### config.mk
export PLATFORM = sky130hd
export DESIGN_NAME = fir_mac_engine
export DESIGN_NICKNAME = d
export VERILOG_FILES = /design/src/rtl/fir_mac_engine.sv
export SDC_FILE = /design/constraint.sdc
export NUM_CORES = 2
export LEC_CHECK = 0
export CAP_MARGIN = 20
export CORE_ASPECT_RATIO = 0.8
export CORE_MARGIN = 2
export CORE_UTILIZATION = 40
export CTS_CLUSTER_SIZE = 20
export DETAILED_ROUTE_END_ITERATION = 16
export HOLD_SLACK_MARGIN = 0.15
export SLEW_MARGIN = 0
export SYNTH_ARGS = -nofsm -noshare
export SYNTH_HDL_FRONTEND = slang
export SYNTH_SLANG_ARGS = --single-unit
### constraint.sdc
create_clock -name i_clock -period 15.1 [get_ports i_clock]
set_input_delay 1.51 -clock i_clock [delete_from_list [all_inputs] [get_ports i_clock]]
set_output_delay 1.51 -clock i_clock [all_outputs]
set_load 0.1 [all_outputs]
### src/rtl/fir_mac_engine.sv
// fir_mac_engine
// Sequential multiply-accumulate engine for the lowpass FIR.
// Accepts one signed sample per handshake and writes it into a 64-entry
// circular delay line. It then walks the coefficient ROM over NTAPS
// addresses, accumulating sample x coefficient. Finally it emits one
// rounded, saturated output sample.
//
// Ports:
//   i_clock      single clock, all state updates on the rising edge
//   i_reset      synchronous, active-high; aborts any computation and clears history
//   i_in_valid   i_in_data holds a valid sample
//   i_in_data    input sample (signed, DATA_W)
//   o_in_ready   engine can accept a sample (IDLE only)
//   o_coef_addr  coefficient ROM address (0 outside MAC)
//   i_coef_q     ROM registered data for the address presented one cycle earlier
//   o_out_valid  one-cycle pulse when o_out_data is updated
//   o_out_data   filtered sample (signed, DATA_W), held until the next result
//   o_busy       high while a sample is being processed
module fir_mac_engine #(
  parameter int DATA_W     = 16,
  parameter int COEF_W     = 16,
  parameter int NTAPS      = 59,
  parameter int ADDR_W     = 7,
  parameter int DEPTH_LOG2 = 6,
  parameter int ACC_W      = 40,
  parameter int OUT_SHIFT  = 15
) (
  input  logic              i_clock,
  input  logic              i_reset,
  input  logic              i_in_valid,
  input  logic [DATA_W-1:0] i_in_data,
  output logic              o_in_ready,
  output logic [ADDR_W-1:0] o_coef_addr,
  input  logic [COEF_W-1:0] i_coef_q,
  output logic              o_out_valid,
  output logic [DATA_W-1:0] o_out_data,
  output logic              o_busy
);

  localparam int DEPTH  = 1 << DEPTH_LOG2;
  localparam int PROD_W = DATA_W + COEF_W;

  // Half an output LSB, added before the arithmetic shift (round-half-up).
  localparam logic signed [ACC_W-1:0] ROUND_BIAS = ACC_W'(1) << (OUT_SHIFT - 1);
  // Output range expressed at accumulator width for the saturation compare.
  localparam logic signed [ACC_W-1:0] OUT_MAX =
    {{(ACC_W-DATA_W+1){1'b0}}, {(DATA_W-1){1'b1}}};
  localparam logic signed [ACC_W-1:0] OUT_MIN =
    {{(ACC_W-DATA_W+1){1'b1}}, {(DATA_W-1){1'b0}}};

  typedef enum logic [1:0] {
    S_IDLE,
    S_MAC,
    S_DRAIN,
    S_DONE
  } state_t;

  state_t r_state;
  state_t w_state_next;

  logic signed [DATA_W-1:0]     r_buf [DEPTH];
  logic        [DEPTH_LOG2-1:0] r_wp;
  logic        [DEPTH_LOG2-1:0] r_base;
  logic        [ADDR_W-1:0]     r_k;
  logic signed [DATA_W-1:0]     r_samp;
  logic signed [ACC_W-1:0]      r_acc;
  // Set in the cycle after an issue: r_samp and i_coef_q then form a pair.
  logic                         r_issue;
  logic                         r_out_valid;
  logic        [DATA_W-1:0]     r_out_data;

  logic        [DEPTH_LOG2-1:0] w_rd_idx;
  logic signed [COEF_W-1:0]     w_coef;
  logic signed [PROD_W-1:0]     w_prod;
  logic signed [ACC_W-1:0]      w_prod_ext;
  logic signed [ACC_W-1:0]      w_acc_next;
  logic signed [ACC_W-1:0]      w_biased;
  logic signed [ACC_W-1:0]      w_rounded;
  logic        [DATA_W-1:0]     w_sat;
  logic                         w_last_issue;

  // Newest sample sits at base; tap k reads k samples back, wrapping mod DEPTH.
  assign w_rd_idx     = r_base - r_k[DEPTH_LOG2-1:0];
  assign w_last_issue = (r_k == ADDR_W'(NTAPS - 1));

  // ---------------------------------------------------------------
  // Next-state logic
  // ---------------------------------------------------------------
  always_comb begin
    w_state_next = r_state;
    case (r_state)
      S_IDLE:  if (i_in_valid)   w_state_next = S_MAC;
      S_MAC:   if (w_last_issue) w_state_next = S_DRAIN;
      S_DRAIN: w_state_next = S_DONE;
      S_DONE:  w_state_next = S_IDLE;
      default: w_state_next = S_IDLE;
    endcase
  end

  // ---------------------------------------------------------------
  // Datapath: product, accumulate, round, saturate
  // ---------------------------------------------------------------
  assign w_coef     = i_coef_q;
  assign w_prod     = r_samp * w_coef;
  assign w_prod_ext = {{(ACC_W-PROD_W){w_prod[PROD_W-1]}}, w_prod};
  assign w_acc_next = r_issue ? (r_acc + w_prod_ext) : r_acc;
  assign w_biased   = w_acc_next + ROUND_BIAS;
  assign w_rounded  = w_biased >>> OUT_SHIFT;

  always_comb begin
    w_sat = w_rounded[DATA_W-1:0];
    if (w_rounded > OUT_MAX) begin
      w_sat = {1'b0, {(DATA_W-1){1'b1}}};
    end else if (w_rounded < OUT_MIN) begin
      w_sat = {1'b1, {(DATA_W-1){1'b0}}};
    end
  end

  // ---------------------------------------------------------------
  // State and datapath registers
  // ---------------------------------------------------------------
  always_ff @(posedge i_clock) begin
    if (i_reset) begin
      r_state     <= S_IDLE;
      r_wp        <= '0;
      r_base      <= '0;
      r_k         <= '0;
      r_samp      <= '0;
      r_acc       <= '0;
      r_issue     <= 1'b0;
      r_out_valid <= 1'b0;
      r_out_data  <= '0;
      // History is cleared so a restart behaves exactly like power-up.
      for (int i = 0; i < DEPTH; i++) begin
        r_buf[i] <= '0;
      end
    end else begin
      r_state     <= w_state_next;
      r_issue     <= (r_state == S_MAC);
      // Result is registered as DRAIN completes, so it is visible in DONE.
      r_out_valid <= (r_state == S_DRAIN);
      case (r_state)
        S_IDLE: begin
          if (i_in_valid) begin
            r_buf[r_wp] <= i_in_data;
            r_base      <= r_wp;
            r_wp        <= r_wp + DEPTH_LOG2'(1);
            r_acc       <= '0;
            r_k         <= '0;
          end
        end
        S_MAC: begin
          r_samp <= r_buf[w_rd_idx];
          r_k    <= r_k + ADDR_W'(1);
          r_acc  <= w_acc_next;
        end
        S_DRAIN: begin
          r_acc      <= w_acc_next;
          r_out_data <= w_sat;
        end
        default: begin
        end
      endcase
    end
  end

  // ---------------------------------------------------------------
  // Outputs
  // ---------------------------------------------------------------
  assign o_in_ready  = (r_state == S_IDLE);
  assign o_busy      = (r_state != S_IDLE);
  // Only addresses 0..NTAPS-1 ever leave the block; idle parks at 0.
  assign o_coef_addr = (r_state == S_MAC) ? r_k : '0;
  assign o_out_valid = r_out_valid;
  assign o_out_data  = r_out_data;

endmodule
Word level (Yosys, flattened, before mapping)
Memory sizes are Yosys's and may differ from the RTL's. A register that Yosys moved wholly into a read port is not among the register bits.
Cells that the tools add are included.
{"block": "totals", "register_bits": 79, "latchBits": 0, "mem_bits_rw": 1024, "rom_bits": 0, "inputBits": 35, "output_inout_bits": 26, "mem_count": 1}
{"block": "op_classes", "n_addsub": 5, "n_mul": 1, "n_div": 0, "order_cmp": 2, "eq_ne": 6, "n_shift": 0, "mux": 20, "n_bitwise": 0, "n_reduce_logical": 10}
{"memory": "r_buf", "depth": 64, "word_bits": 16, "read_ports": 1, "rd_clocked_by_memory_dff": 1, "write_ports": 64, "line": "61", "text": "logic signed [DATA_W-1:0] r_buf [DEPTH];"}
{"op": "40-bit 2-to-1 mux", "n": 2}
{"op": "40-bit case mux with 2 select lines", "n": 1}
{"op": "16-bit 2-to-1 mux", "n": 3}
{"op": "40-bit by 16-bit adder with 40-bit output (second input constant)", "n": 1}
{"op": "40-bit by 32-bit adder with 40-bit output", "n": 1}
{"op": "16-bit by 16-bit multiplier with 32-bit output", "n": 1}
{"op": "25-bit by 16-bit greater-than comparator with 1-bit output (second input constant)", "n": 1}
{"op": "25-bit by 16-bit less-than comparator with 1-bit output (second input constant)", "n": 1}
{"op": "16-bit OR reduction", "n": 1}
{"op": "7-bit 2-to-1 mux", "n": 2}
{"op": "7-bit case mux with 2 select lines", "n": 1}
{"op": "2-bit case mux with 4 select lines", "n": 1}
{"op": "2-bit AND reduction", "n": 4}
{"op": "7-bit by 1-bit adder with 7-bit output (second input constant)", "n": 1}
{"op": "7-bit by 6-bit == test with 1-bit output (second input constant)", "n": 1}
{"op": "1-bit 2-to-1 mux", "n": 7}
{"op": "6-bit by 1-bit adder with 6-bit output (second input constant)", "n": 1}
{"op": "6-bit 2-to-1 mux", "n": 1}
{"op": "2-bit nonzero test", "n": 3}
{"op": "6-bit subtractor", "n": 1}
{"op": "2-bit == test (second input constant)", "n": 2}
{"op": "2-bit 2-to-1 mux", "n": 2}
{"op": "2-bit != test (second input constant)", "n": 2}
{"op": "2-bit by 1-bit == test with 1-bit output (second input constant)", "n": 1}
{"op": "other kinds (2)", "n": 2}

Depth between registers and ports, before layout
{"block": "depth", "word_depth": 7, "mapped_depth": 31}

Worst setup path before layout
Ideal clock, no wire load.
{"block": "synth_path", "kind": "input to register", "startpoint": "input port i_coef_q[1]", "endpoint": "register r_out_data[0], in the netlist o_out_data[0]", "setup_time_ns": 0.080, "arrival_ns": 8.826, "required_ns": 15.020, "path_slack_ns": 6.194, "stages": 29, "n_path_buf": 3, "cell_sequence": "clkbuf_1 -> nand2_1 -> inv_1 -> fa_1 -> fa_1 -> inv_1 -> fa_1 -> fa_1 -> inv_1 -> fa_1 -> inv_1 -> fa_1 -> inv_1 -> ha_1 -> clkbuf_1 -> nand3_1 -> nor2b_1 -> a21oi_1 -> o211ai_1 -> a21bo_2 -> xor2_1 -> a21oi_2 -> nand4_2 -> o41ai_1 -> o22ai_1 -> o41ai_4 -> buf_6 -> nand2_2 -> a211oi_2"}
{"block": "synth_via", "elab_chain_len": 7, "elab_cells_between_ends": 8, "classes_between": "add/sub (2); mul (1); order compare (2); mux (3)"}
{"element": "start: declaration", "line": "34", "text": "input logic [COEF_W-1:0] i_coef_q,"}
{"element": "16-bit by 16-bit multiplier with 32-bit output *", "line": "104", "text": "assign w_prod = r_samp * w_coef;"}
{"element": "40-bit by 32-bit adder with 40-bit output *", "line": "106", "text": "assign w_acc_next = r_issue ? (r_acc + w_prod_ext) : r_acc;"}
{"element": "40-bit 2-to-1 mux *", "line": "106"}
{"element": "40-bit by 16-bit adder with 40-bit output *", "line": "107", "text": "assign w_biased = w_acc_next + ROUND_BIAS;"}
{"element": "25-bit by 16-bit less-than comparator with 1-bit output", "line": "114", "text": "end else if (w_rounded < OUT_MIN) begin"}
{"element": "16-bit 2-to-1 mux", "line": "114"}
{"element": "16-bit 2-to-1 mux *", "line": "112", "text": "if (w_rounded > OUT_MAX) begin"}
{"element": "end signal: assignment", "line": "159", "text": "r_out_data <= w_sat;"}
{"element": "end: declaration", "line": "70", "text": "logic [DATA_W-1:0] r_out_data;"}
Every way passes the cells marked *; elsewhere a longest branch is shown, timed or not.
A chain may end at the register's enable or synchronous reset.

Worst setup path in the final report
{"block": "layout_path", "startpoint": "input port i_coef_q[1]", "endpoint": "register r_out_data[3], in the netlist o_out_data[3]"}
Same word-level chain as after synthesis.

==> impl_metrics.ini <==
[outcome]
status = finished, final reports clean

[sta]
hold_viol_final = 0
max_freq_mhz = 95.5
skew_ps = 60.4
finalMaxSlewViolations = 0
timing.final.crit_share_pct = 69.4
min_period_ps = 10480
rsz0062_at_grt = no
setup_viol = 0
worst_slew_pin_slew_ps = 1110
setup_tns_ps = 0
slew_headroom_pct = 25.5

[routing]
wl_per_cell_um = 24.7
ant_nets = 0
drc = 0
via_per_inst = 5.41
routed_wirelength_mm = 173
drt_iter0_drc = 4003
first_pass_iters = 7
vias = 37900

[yosys]
avgSynthCellArea_um2 = 13.3
ys_ff_latch = 1119
netlist_instances = 4835
synth_area_um2 = 64300
synth_seq_area_share_pct = 50.7
synth-edff-count = 1024
synth_cell_types = 96
yosys_warnings = 0
synth_flop_cell = edfxtp_1
synth_fp_nets = 5328
async_flop_share_pct = 0

[cts]
clock_latency_ps = 740
clock-sinks = 1119
clock-root-buffer = clkbuf_16
cts_resized = 0
post-cts-setup-buffers = 0
numCtsBuffers = 118
path_clk_slew_ps = 60
cts_buffer_depth = 3
cts_hold_buffers = 0
htreeDepth = 3
cts_tree = yes

[setup_path]
cp_max_fo = 16
cpPeakStageDelay_ps = 860
worst-path-buf-inv = 4
arrival_ps = 11070
slowest_stage = o41ai_4
crit_path_end_kind = flop
path_class = primary input to flop
critPathLaunchType = primary input
cp_top_family = adder cells
crit_required_ps = 15700
cp_common_cell = fa_1

[place]
gp_congestion = 0.887
place_inst = 6776
portBuffers = 60
dpl.hpwl_mm = 112

[final_layout]
layout.cells.non_filler = 6995
fin_nets = 5261
syn_to_final_growth_pct = 10.0
drive_gt1_share_pct = 15.1

[job]
cap_violations = 0

[grt]
grt_usage_pct = 21.3
grt_pass1_vias = 38400
grt_pass1_wl_mm = 261
overflow = 0
grt_max_degree = 108
antenna_found_initial = 13

[floorplan]
dieArea_um2 = 164000
initial_core_util_pct = 40.3
die_h_um = 363
core_region_area_um2 = 160000
num_rows = 131
die_w_um = 452
pin_count = 61

[min_path]
hold_class = flop to flop
==> flip-flops by register name (all words and copies together), names as in the netlist <==
register / flops
o_out_valid: 1
r_samp: 16
r_buf: 1024
r_issue: 1
o_out_data: 16
r_wp: 6
r_base: 6
r_acc: 40
r_state: 2
r_k: 7
==> cell type report <==
cell class | count | area (um^2)
Sequential cell | 1119 | 32700
Clock inverter | 72 | 622
Clock buffer | 145 | 3110
Inverter | 367 | 1380
Fill cell | 14300 | 88900
Tap cell | 2128 | 2660
Multi-Input combinational cell | 2997 | 29000
Antenna cell | 2 | 5.00
Timing Repair Buffer | 165 | 1350
==> cells by family after synthesis <==
| logic type | count (synthesis) | share of synthesized area [%] |
|---|---|---|
| compound gates | 318 | 3.56 |
| buf+inv | 719 | 4.25 |
| flops | 1119 | 50.7 |
| xor+xnor | 58 | 0.801 |
| mux | 363 | 11.9 |
| fa+ha+maj | 458 | 12.8 |
| simple gates | 1800 | 16.0 |
==> cell usage in the layout, fill, tap and decap left out, drive strengths merged, types with 7 or more instances in the layout <==
| cell | netlist | layout |
|---|---|---|
| dfxtp | 95 | 95 |
| edfxtp | 1024 | 1024 |
| nand3 | 21 | 21 |
| o211ai | 10 | 10 |
| mux4 | 320 | 320 |
| xor2 | 20 | 20 |
| o21ai | 39 | 39 |
| nor2b | 25 | 25 |
| inv | 367 | 370 |
| nand2 | 227 | 227 |
| ha | 127 | 127 |
| and3 | 7 | 7 |
| clkdlybuf4s50 | 0 | 42 |
| buf | 62 | 123 |
| nor3 | 16 | 16 |
| xnor2 | 38 | 38 |
| nand2b | 7 | 7 |
| fa | 331 | 331 |
| nor2 | 208 | 208 |
| nand3b | 9 | 9 |
| a21o | 20 | 20 |
| a21oi | 99 | 99 |
| and2 | 1154 | 1154 |
| nand4 | 17 | 17 |
| or2 | 65 | 65 |
| o21a | 8 | 8 |
| clkinv | 0 | 54 |
| bufinv | 0 | 9 |
| or3 | 14 | 14 |
| a22oi | 31 | 31 |
| mux2i | 42 | 42 |
| a211oi | 42 | 42 |
| clkbuf | 290 | 145 |
==> Yosys cell counts, types with 16 or more instances <==
master	count	area [um^2]
mux4_2	320	7210
a211oi_1	28	210
xor2_1	20	175
xnor2_1	37	324
ha_1	127	1590
o21ai_0	22	110
or2_2	65	407
nand3_1	21	105
nor2b_1	25	156
nand4_1	16	100
and2_1	1152	7210
buf_1	45	169
nand2_1	215	807
o21ai_1	16	80.1
a21oi_1	93	465
edfxtp_1	1024	30700
fa_1	331	6630
inv_1	367	1380
clkbuf_1	290	1090
a21o_1	20	150
nor2_1	207	777
mux2i_1	42	420
dfxtp_1	95	1900
a22oi_1	31	233
==> per-layer routing <==
metal,routed length (um),share of wire (%),global-route usage [%]
met5,20,0.012,0
met4,3240,1.9,4.20
met3,13000,7.6,3.16
met2,75900,44,31.7
met1,80400,47,33.0
==> per-stage QoR <==
stage	util [%]	worst slack [ps]	hold slack (ps)	instance area, um^2
6_report	44.3	4620	462	70800
5_1_grt	44.3	4060	472	70800
4_1_cts	44.3	4780	462	70800
3_5_place_dp	42.0	4060	454	67100
3_3_place_gp	42.0	4320	448	67100
2_1_floorplan	-	6190	436	64300
==> path summary, 6_finish.rpt <==
check	start	to	slack, ps	cells after the start
worst min-delay path	r_base[0]$_SDFFE_PP0P_	r_base[0]$_SDFFE_PP0P_	460	2
worst max-delay path	i_coef_q[1]	o_out_data[3]$_SDFFE_PP0P_	4620	25
worst max register to register	r_samp[15]$_SDFFE_PP0P_	o_out_data[3]$_SDFFE_PP0P_	5370	24
worst min register to register	r_base[0]$_SDFFE_PP0P_	r_base[0]$_SDFFE_PP0P_	460	2
==> tightest hold or removal path, stage by stage, from the launching register on <==
cell and delay, ps:
dfxtp_1 310, nand2_1 50, a21oi_1 50
Power is not shown: default switching activity piles up to over one toggle a cycle in this logic, so the estimate is an artifact.
